==> config.mk <==
export PLATFORM = sky130hd
export DESIGN_NAME = ysyx_sq
export DESIGN_NICKNAME = d
export VERILOG_FILES = /design/src/rtl/ysyx_sq.sv
export SDC_FILE = /design/constraint.sdc
export NUM_CORES = 1
export LEC_CHECK = 0
export BUFFER_PORTS_ARGS = -buffer_cell sky130_fd_sc_hd__buf_2
export CORE_MARGIN = 5
export CORE_UTILIZATION = 50
export DETAILED_ROUTE_END_ITERATION = 8
export PLACE_DENSITY = 0.71
export SLEW_MARGIN = 0
export SYNTH_ARGS = -nofsm -noshare
export SYNTH_HDL_FRONTEND = slang
export SYNTH_SLANG_ARGS = --single-unit
==> constraint.sdc <==
create_clock -name clock -period 6.9 [get_ports clock]
set_input_delay 1.38 -clock clock [delete_from_list [all_inputs] [get_ports clock]]
set_output_delay 1.38 -clock clock [all_outputs]
set_load 0.05 [all_outputs]
==> src/rtl/ysyx_sq.sv <==
// ysyx_sq: post-commit store queue. Committed stores are buffered in FIFO order,
// drained one at a time to the data-memory write port, and forwarded to younger loads.
`ifndef YSYX_XLEN
`define YSYX_XLEN 32
`endif
`ifndef YSYX_WSTRB_SB
`define YSYX_WSTRB_SB 5'h10
`endif
`ifndef YSYX_WSTRB_SH
`define YSYX_WSTRB_SH 5'h11
`endif
`ifndef YSYX_WSTRB_SW
`define YSYX_WSTRB_SW 5'h12
`endif

module ysyx_sq #(
   parameter int SQ_SIZE = 4,
   parameter int XLEN    = `YSYX_XLEN
) (
   input  logic            clock,
   input  logic            reset,
   input  logic            rou_lsu_valid,
   input  logic            rou_lsu_store,
   input  logic [4:0]      rou_lsu_alu,
   input  logic [XLEN-1:0] rou_lsu_sq_waddr,
   input  logic [XLEN-1:0] rou_lsu_sq_wdata,
   input  logic [XLEN-1:0] rou_lsu_pc,
   output logic            sq_ready,
   output logic            sq_empty,
   output logic            mem_req_valid,
   input  logic            mem_req_ready,
   output logic [XLEN-1:0] mem_req_addr,
   output logic [XLEN-1:0] mem_req_data,
   output logic [3:0]      mem_req_wstrb,
   input  logic            mem_resp_valid,
   input  logic            mem_resp_err,
   output logic            err_pulse,
   input  logic            ld_valid,
   input  logic [XLEN-1:0] ld_addr,
   input  logic [4:0]      ld_alu,
   output logic            fwd_hit,
   output logic [XLEN-1:0] fwd_data,
   output logic            fwd_stall
);
   localparam int IDXW = $clog2(SQ_SIZE);
   localparam int CNTW = IDXW + 1;
   localparam int WAW  = XLEN - 2;

   typedef enum logic [1:0] {
      S_IDLE  = 2'd0,
      S_ISSUE = 2'd1,
      S_WAIT  = 2'd2
   } state_e;

   state_e              r_state;
   state_e              w_state_nxt;
   logic [IDXW-1:0]     r_head;
   logic [IDXW-1:0]     r_tail;
   logic [CNTW-1:0]     r_count;
   logic [SQ_SIZE-1:0]  r_valid;
   logic [WAW-1:0]      r_waddr [SQ_SIZE];
   logic [XLEN-1:0]     r_data [SQ_SIZE];
   logic [3:0]          r_wstrb [SQ_SIZE];
   logic [XLEN-1:0]     r_pc_unused [SQ_SIZE];

   logic                w_enq;
   logic                w_pop;
   logic [3:0]          w_enq_wstrb;
   logic [XLEN-1:0]     w_enq_data;
   logic [3:0]          w_ld_mask;
   logic [IDXW-1:0]     w_scan_idx;
   logic [IDXW-1:0]     w_fwd_idx;
   logic                w_fwd_found;
   logic                w_overlap;
   logic                w_cover;

   // Unknown size codes are treated as a full word so forwarding errs toward a stall.
   function automatic logic [3:0] size_mask(input logic [4:0] alu, input logic [1:0] off);
      logic [3:0] m;
      case (alu)
         `YSYX_WSTRB_SB: m = 4'b0001 << off;
         `YSYX_WSTRB_SH: m = 4'b0011 << off;
         `YSYX_WSTRB_SW: m = 4'b1111;
         default:        m = 4'b1111;
      endcase
      return m;
   endfunction

   assign sq_ready    = (r_count != CNTW'(SQ_SIZE));
   assign sq_empty    = (r_count == CNTW'(0)) && (r_state == S_IDLE);
   assign w_enq       = rou_lsu_valid && rou_lsu_store && sq_ready;
   assign w_enq_wstrb = size_mask(rou_lsu_alu, rou_lsu_sq_waddr[1:0]);
   assign w_enq_data  = rou_lsu_sq_wdata << {rou_lsu_sq_waddr[1:0], 3'b000};

   // Drain state register.
   always_ff @(posedge clock) begin
      if (reset) r_state <= S_IDLE;
      else       r_state <= w_state_nxt;
   end

   // Drain next-state and write-port outputs.
   always_comb begin
      w_state_nxt   = r_state;
      w_pop         = 1'b0;
      mem_req_valid = 1'b0;
      mem_req_addr  = {XLEN{1'b0}};
      mem_req_data  = {XLEN{1'b0}};
      mem_req_wstrb = 4'b0000;
      err_pulse     = 1'b0;
      case (r_state)
         S_IDLE: begin
            if (r_count != CNTW'(0)) w_state_nxt = S_ISSUE;
            else                     w_state_nxt = S_IDLE;
         end
         S_ISSUE: begin
            mem_req_valid = 1'b1;
            mem_req_addr  = {r_waddr[r_head], 2'b00};
            mem_req_data  = r_data[r_head];
            mem_req_wstrb = r_wstrb[r_head];
            if (mem_req_ready) w_state_nxt = S_WAIT;
            else               w_state_nxt = S_ISSUE;
         end
         S_WAIT: begin
            if (mem_resp_valid) begin
               w_pop       = 1'b1;
               err_pulse   = mem_resp_err;
               w_state_nxt = S_IDLE;
            end else begin
               w_state_nxt = S_WAIT;
            end
         end
         default: w_state_nxt = S_IDLE;
      endcase
   end

   // Head/tail/count bookkeeping and per-entry valid bits.
   always_ff @(posedge clock) begin
      if (reset) begin
         r_head  <= IDXW'(0);
         r_tail  <= IDXW'(0);
         r_count <= CNTW'(0);
         r_valid <= {SQ_SIZE{1'b0}};
      end else begin
         if (w_enq) r_tail <= r_tail + IDXW'(1);
         if (w_pop) r_head <= r_head + IDXW'(1);
         case ({w_enq, w_pop})
            2'b10:   r_count <= r_count + CNTW'(1);
            2'b01:   r_count <= r_count - CNTW'(1);
            default: r_count <= r_count;
         endcase
         for (int i = 0; i < SQ_SIZE; i++) begin
            if (w_pop && (r_head == IDXW'(i)))      r_valid[i] <= 1'b0;
            else if (w_enq && (r_tail == IDXW'(i))) r_valid[i] <= 1'b1;
         end
      end
   end

   // Entry payload, written at the tail on enqueue.
   always_ff @(posedge clock) begin
      if (w_enq) begin
         r_waddr[r_tail]     <= rou_lsu_sq_waddr[XLEN-1:2];
         r_data[r_tail]      <= w_enq_data;
         r_wstrb[r_tail]     <= w_enq_wstrb;
         r_pc_unused[r_tail] <= rou_lsu_pc;
      end
   end

   // Forwarding lookup: scan oldest to youngest so the last match is the youngest.
   always_comb begin
      w_ld_mask   = size_mask(ld_alu, ld_addr[1:0]);
      w_scan_idx  = r_head;
      w_fwd_idx   = r_head;
      w_fwd_found = 1'b0;
      w_overlap   = 1'b0;
      for (int k = 0; k < SQ_SIZE; k++) begin
         w_scan_idx = r_head + IDXW'(k);
         if (r_valid[w_scan_idx] && (r_waddr[w_scan_idx] == ld_addr[XLEN-1:2])) begin
            w_fwd_found = 1'b1;
            w_fwd_idx   = w_scan_idx;
            if ((r_wstrb[w_scan_idx] & w_ld_mask) != 4'b0000) w_overlap = 1'b1;
            else                                               w_overlap = w_overlap;
         end else begin
            w_fwd_found = w_fwd_found;
         end
      end
      w_cover   = w_fwd_found && ((w_ld_mask & ~r_wstrb[w_fwd_idx]) == 4'b0000);
      fwd_hit   = ld_valid && w_cover;
      fwd_stall = ld_valid && !w_cover && w_overlap;
      if (fwd_hit) fwd_data = r_data[w_fwd_idx];
      else         fwd_data = {XLEN{1'b0}};
   end
endmodule

* After elaboration in Yosys (flattened, before gate mapping)
Memories as Yosys holds them, arrays and structs flattened. A register that Yosys moved wholly into a read port is not among the register bits. Cells that the tools add are included.
Storage, ports and cells: bits in registers 13, latch bits 0, RAM bits 264, bits in read-only memories 0, output and inout port bits 106, word-level logic and storage cells 133, memories 3
Operators by class: add/sub/neg operators 6, multipliers 0, div/mod/pow operators 0, order comparisons 4, equality and inequality tests 19, shift-type cells 5, mux-type cells 47, bitwise operators 6, reductions and logical operators 35
Memory list:
- r_data | words 4, width 32, rd ports 2, clocked after Yosys merged registers in 1, wr ports 1, line 62 | logic [XLEN-1:0] r_data [SQ_SIZE];
- r_waddr | words 4, width 30, rd ports 4, clocked after Yosys merged registers in 1, wr ports 1, line 61 | logic [WAW-1:0] r_waddr [SQ_SIZE];
- r_wstrb | words 4, width 4, rd ports 5, clocked after Yosys merged registers in 1, wr ports 1, line 63 | logic [3:0] r_wstrb [SQ_SIZE];
Operator list (number):
- $eq 30x30->1 | 4
- $mux 32 | 3
- $shl 32x5->32 | 1
- $mux 1 | 24
- $mux 2 | 11
- $and 4x4->4 | 5
- $eq 5x5->1 const B | 4
- $logic_and 1x1->1 | 19
- $pmux 4 s2 | 2
- $reduce_bool 4->1 | 4
- $eq 2x2->1 const B | 6
- $lt 2x3->1 const B | 4
- $bmux 1 s2 | 4
- $eq 2x1->1 const B | 4
- $reduce_or 2->1 | 4
- $shl 1x2->4 const A | 2
- $shl 2x2->4 const A | 2
- $logic_not 2->1 | 3
- $pmux 2 s3 | 1
- $pmux 3 s2 | 1
- $add 2x1->2 const B | 2
- $add 2x2->2 const B | 2
- $logic_not 4->1 | 1
- $mux 4 | 1
- other kinds (8) | 8

* Logic depth before layout (Yosys ltp)
An unclocked memory read counts as a cell.
depth after elaboration 15, mapped depth 23

* Least setup slack after synthesis
OpenSTA, ideal clock, no wires.
path type reg2out, from register r_head[0], to output port fwd_data[0], arrival time 6.221 ns, required time 5.520 ns, setup slack -0.701 ns, stages on the path, launching flop included 22, cells stage by stage dfxtp_1 > buf_6 > buf_6 > buf_4 > buf_4 > inv_2 > ha_1 > buf_2 > buf_2 > buf_1 > mux4_2 > xnor2_1 > nand2_1 > a2111oi_0 > nand2_1 > nor2_1 > o21ai_1 > o21ai_1 > mux2_2 > a221o_1 > buf_6 > nor4_1
On the way: elaborated cells between the ends (all ways) 34, classes of those cells add/sub: 3; eq/ne: 3; mux: 16; bitwise: 2; reduce/logical: 7; memory: 3
RTL lines:
- from (decl) | line 57 | logic [IDXW-1:0] r_head;
- from (signal assigned) | line 145 | if (w_pop) r_head <= r_head + IDXW'(1);
- $add 2x2->2 * | line 176 | w_scan_idx = r_head + IDXW'(k);
- net w_scan_idx[0] | line 71 | logic [IDXW-1:0] w_scan_idx;
- $mem_v2 4x30 or $bmux 1 s2 (tied branches)
- $eq 30x30->1 or $mux 1 (tied branches) | line 177 | if (r_valid[w_scan_idx] && (r_waddr[w_scan_idx] == ld_addr[XLEN-1:2])) begin
- $logic_and 1x1->1 | line 177
- $mux 2 | line 177
- $mem_v2 4x4
- $not 4->4 | line 186 | w_cover = w_fwd_found && ((w_ld_mask & ~r_wstrb[w_fwd_idx]) == 4'b0000);
- $and 4x4->4 | line 186
- $logic_not 4->1 | line 186
- $logic_and 1x1->1 | line 186
- $logic_and 1x1->1 | line 187 | fwd_hit = ld_valid && w_cover;
- $mux 32 * | line 189 | if (fwd_hit) fwd_data = r_data[w_fwd_idx];
- to (decl) | line 42 | output logic [XLEN-1:0] fwd_data,
Mark *: on every way through the listed nets, which the timed path passes. The rest lies on a longest branch. The select of a mux whose other input is x is not followed.

* Worst setup path after layout
from register r_head[0], to output port fwd_data[12]
On the way: cells in the longest elaborated chain, start to end 14, elaborated cells between the ends (all ways) 34, classes of those cells add/sub: 3; eq/ne: 3; mux: 16; bitwise: 2; reduce/logical: 7; memory: 3
Ends and longest elaborated chain (line):
- $add 2x1->2 | 176
- $mem_v2 4x30 or $bmux 1 s2 (tied branches)
- $eq 30x30->1 or $mux 1 (tied branches) | 177
- $logic_and 1x1->1 | 177
- $mux 2 (3 in a row) | 177
- $mem_v2 4x4
- $not 4->4 | 186
- $and 4x4->4 | 186
- $logic_not 4->1 | 186
- $logic_and 1x1->1 | 186
- $logic_and 1x1->1 | 187
- $mux 32 * | 189
Mark *: on every way between the ends. The rest lies on a longest branch, timed or not. The select of a mux whose other input is x is not followed.

==> impl_metrics.yaml <==
outcome:
  status: "finished clean"
worst_hold_path:
  min_from: "r_count[2]"
  hold_path.class: "register to register"
  hold_depth: 2
  min_to: "r_count[2]"
clock_tree:
  clock_latency_ns: 0.56
  cts.sinks: 279
  cts-htree-levels: 1
  cts_buffer_depth: 3
  clk_pin_slew_ns: 0.06
  cts_root_buf: "clkbuf_16"
  cts_tree: "done"
  numCtsBuffers: 31
logic_synthesis:
  yosysWarnings: 0
  yosysTopAreaCellShare_pct: 46.0
  synth-xor-area-share_pct: 5.90
  synth.largest_area_cell: "edfxtp_1"
  yosys_most_used_dff: "edfxtp_1"
  yosys-top-cells-area: "edfxtp_1 46%, mux4_2 14%, mux2i_1 8.2%"
  avgSynthCellArea_sq_um: 13.4
  synth_cell_types: 68
  syn_inst: 1289
  syn_area_sq_um: 17200
  seq_area_frac_synth_pct: 47.7
  synth_compound_area_share_pct: 6.29
  yosys.area_share.simple_pct: 10.2
  synth_fa_ha_area_share_pct: 0.770
  synth_top_family_by_area: "multiplexers"
  synthArstFlopShare_pct: 0
  synthMuxAreaShare_pct: 25.5
  synth_edf_count: 264
  ys_seq_elements: 279
floorplan:
  core_area_sq_um: 34300
  pin_count: 252
  die_h_microns: 196
  die_w_microns: 196
  die-area_sq_um: 38300
  start_util_pct: 50.3
  rows: 68
place:
  hpwl_mm: 33.9
  io_buffer_count: 217
  dpl_worst_slack_ns: 0.223
  gp_congestion: 0.941
  place_area_sq_um: 18800
power:
  ir_drop_v: 0.000203
  p_per_area_nw_per_um2: 211
  p_total_mw: 4.21
  p_leak_nw: 6.60
cells_and_area:
  fin_nets: 1628
  syn_to_final_growth_pct: 16.0
  final_common_cell: "edfxtp_1"
  final_util_pct: 58.3
  finalInstanceArea_sq_um: 20000
  drive_gt1_share_pct: 34.3
  final_cell_mix: "264 x edfxtp_1, 209 x buf_2, 133 x mux2i_1"
global_routing:
  grt_pass1_vias: 12200
  antenna_found_initial: 3
  grt_max_degree: 68
  grt_pass1_wl_mm: 73.2
  grt_usage_pct: 24.6
  grt_overflow: 0
detailed_routing:
  routedWlPerCell_microns: 25.0
  antenna_left: 0
  vias: 12000
  drt-total-wl_mm: 48.7
  drt_iter0_drc: 983
  viasPerCell: 6.17
  drt_pass1_iterations: 5
  drc: 0
timing:
  skew_ns: 0.00722
  finalMaxSlewViolations: 0
  slew_headroom_pct: 31.2
  max_freq_ghz: 0.149
  hold_slack_ns: 0.502
  period_needed_ns: 6.70
  rsz0062_at_grt: "no"
  tightest_slew_ns: 1.02
  fin_crit_sh_pct: 97.2
  fin_ws_ns: 0.195
  hold_viol_final: 0
  setup-violations-final: 0
worst_setup_path:
  arrival_ns: 5.32
  cp_top_family: "simple AND/OR/NAND/NOR gates"
  crit_path_end_kind: "primary output"
  slowest_delay_ns: 0.57
  timing.rr.end: "r_data[1][7]"
  cp_cell_sequence: "buf_16 > buf_12 > mux4_2 > xnor2_1 > nand4_1 > or4_4 > and2b_1 > o22ai_2 > xnor2_4 > mux2i_1 > mux2_2 > a221o_2 > buf_12 > nor4_2 > buf_4"
  start_kind: "register"
  cpMaxStageDelayCell: "or4_4"
  path_common_cell: "buf_12"
  r2r_cells: 5
  crit_fanout: 34
  r2r_slack_ns: 4.43
  crit_required_ns: 5.52
  timing.rr.start: "r_count[0]"
  crit_buf_inv: 4
  critPathKind: "register to primary output"
run:
  max_cap_violations: 0
==> state kept, by name, indices dropped and copies added, names as in the netlist, named ones only <==
| name | count |
|---|---|
| r_wstrb | 16 |
| r_data | 128 |
| r_count | 3 |
| r_tail | 2 |
| r_valid | 4 |
| r_state | 2 |
| r_head | 2 |
| r_waddr | 120 |
==> report_power, final <==
| part | switching, mW | total [mW] | internal (mW) |
|---|---|---|---|
| Combinational | 0.448 | 0.686 | 0.238 |
| Sequential | 0.0276 | 1.93 | 1.90 |
| Clock | 0.665 | 1.60 | 0.935 |
| Total | 1.14 | 4.21 | 3.07 |
==> tightest hold or removal path: stages, from the launching register on <==
cell and delay (ns):
dfxtp_1 0.32, o21ai_0 0.08, a21oi_1 0.06
==> metal layers <==
metal / part of all wire [%] / global-route usage, % / vias up
li1: - / - / 5386
met1: 38 / 31.8 / 6014
met2: 50 / 42.3 / 536
met3: 8.6 / 5.27 / 103
met4: 3.2 / 7.06 / 6
met5: 0.096 / 0 / -
==> synthesized netlist by cell type (all sizes together), types with 2 or more instances <==
master / count
nor2b: 13
clkinv: 2
edfxtp: 264
a211oi: 11
nand4b: 4
a32o: 2
and2: 79
o211ai: 3
mux4: 110
nand2b: 3
nor3: 7
xnor2: 89
a22o: 3
nand4: 12
nand2: 27
dfxtp: 15
ha: 9
or3: 3
nor2: 74
or4: 3
o2111ai: 3
inv: 18
o32ai: 2
and3: 3
mux2: 45
buf: 54
o21ai: 30
mux2i: 141
nand3: 6
nor4b: 4
o2bb2ai: 4
a21oi: 68
o22ai: 11
xor2: 25
clkbuf: 52
a221oi: 4
o21a: 7
nor4: 44
a22oi: 9
a31oi: 5
a2111oi: 6
==> kinds of logic after synthesis <==
family	Yosys count
mux	296
simple gates	290
flops	279
compound gates	173
buf+inv	126
xor+xnor	114
fa+ha+maj	10
other cells	1
==> worst max path at each step <==
stage                           start      endpoint  cells past startpoint
after global placement    ld_addr[18]   fwd_data[8]                     13
after global routing        r_head[0]  fwd_data[10]                     17
final                       r_head[0]  fwd_data[12]                     15
after CTS                   r_head[0]  fwd_data[20]                     15
after floorplan             r_head[0]  fwd_data[10]                     22
after detailed placement  ld_addr[18]  fwd_data[20]                     13
==> stage by stage <==
step	cells	setup TNS, ns
global route	1951	0
global placement	1889	0
finish	1953	0
floorplan	1290	-8.22
detailed placement	1889	0
CTS	1951	0
==> repair_timing <==
item                                    in CTS  in global routing
pin swaps                                    1                  1
endpoints found under the setup margin      33                 32
hold buffers                                 0                  0
setup buffers                                3                  0
gates resized for setup                      9                 24
gates cloned                                 2                  0
==> layout make-up <==
class,count,area [sq um]
fill,2748,14300
timing repair buffer,255,1530
clock buffer,38,802
multi-input combinational,885,8580
sequential,279,8240
clock inverter,19,183
antenna,2,5.00
inverter,20,78.8
tap,455,569
Power figures use the tool's default switching activity.
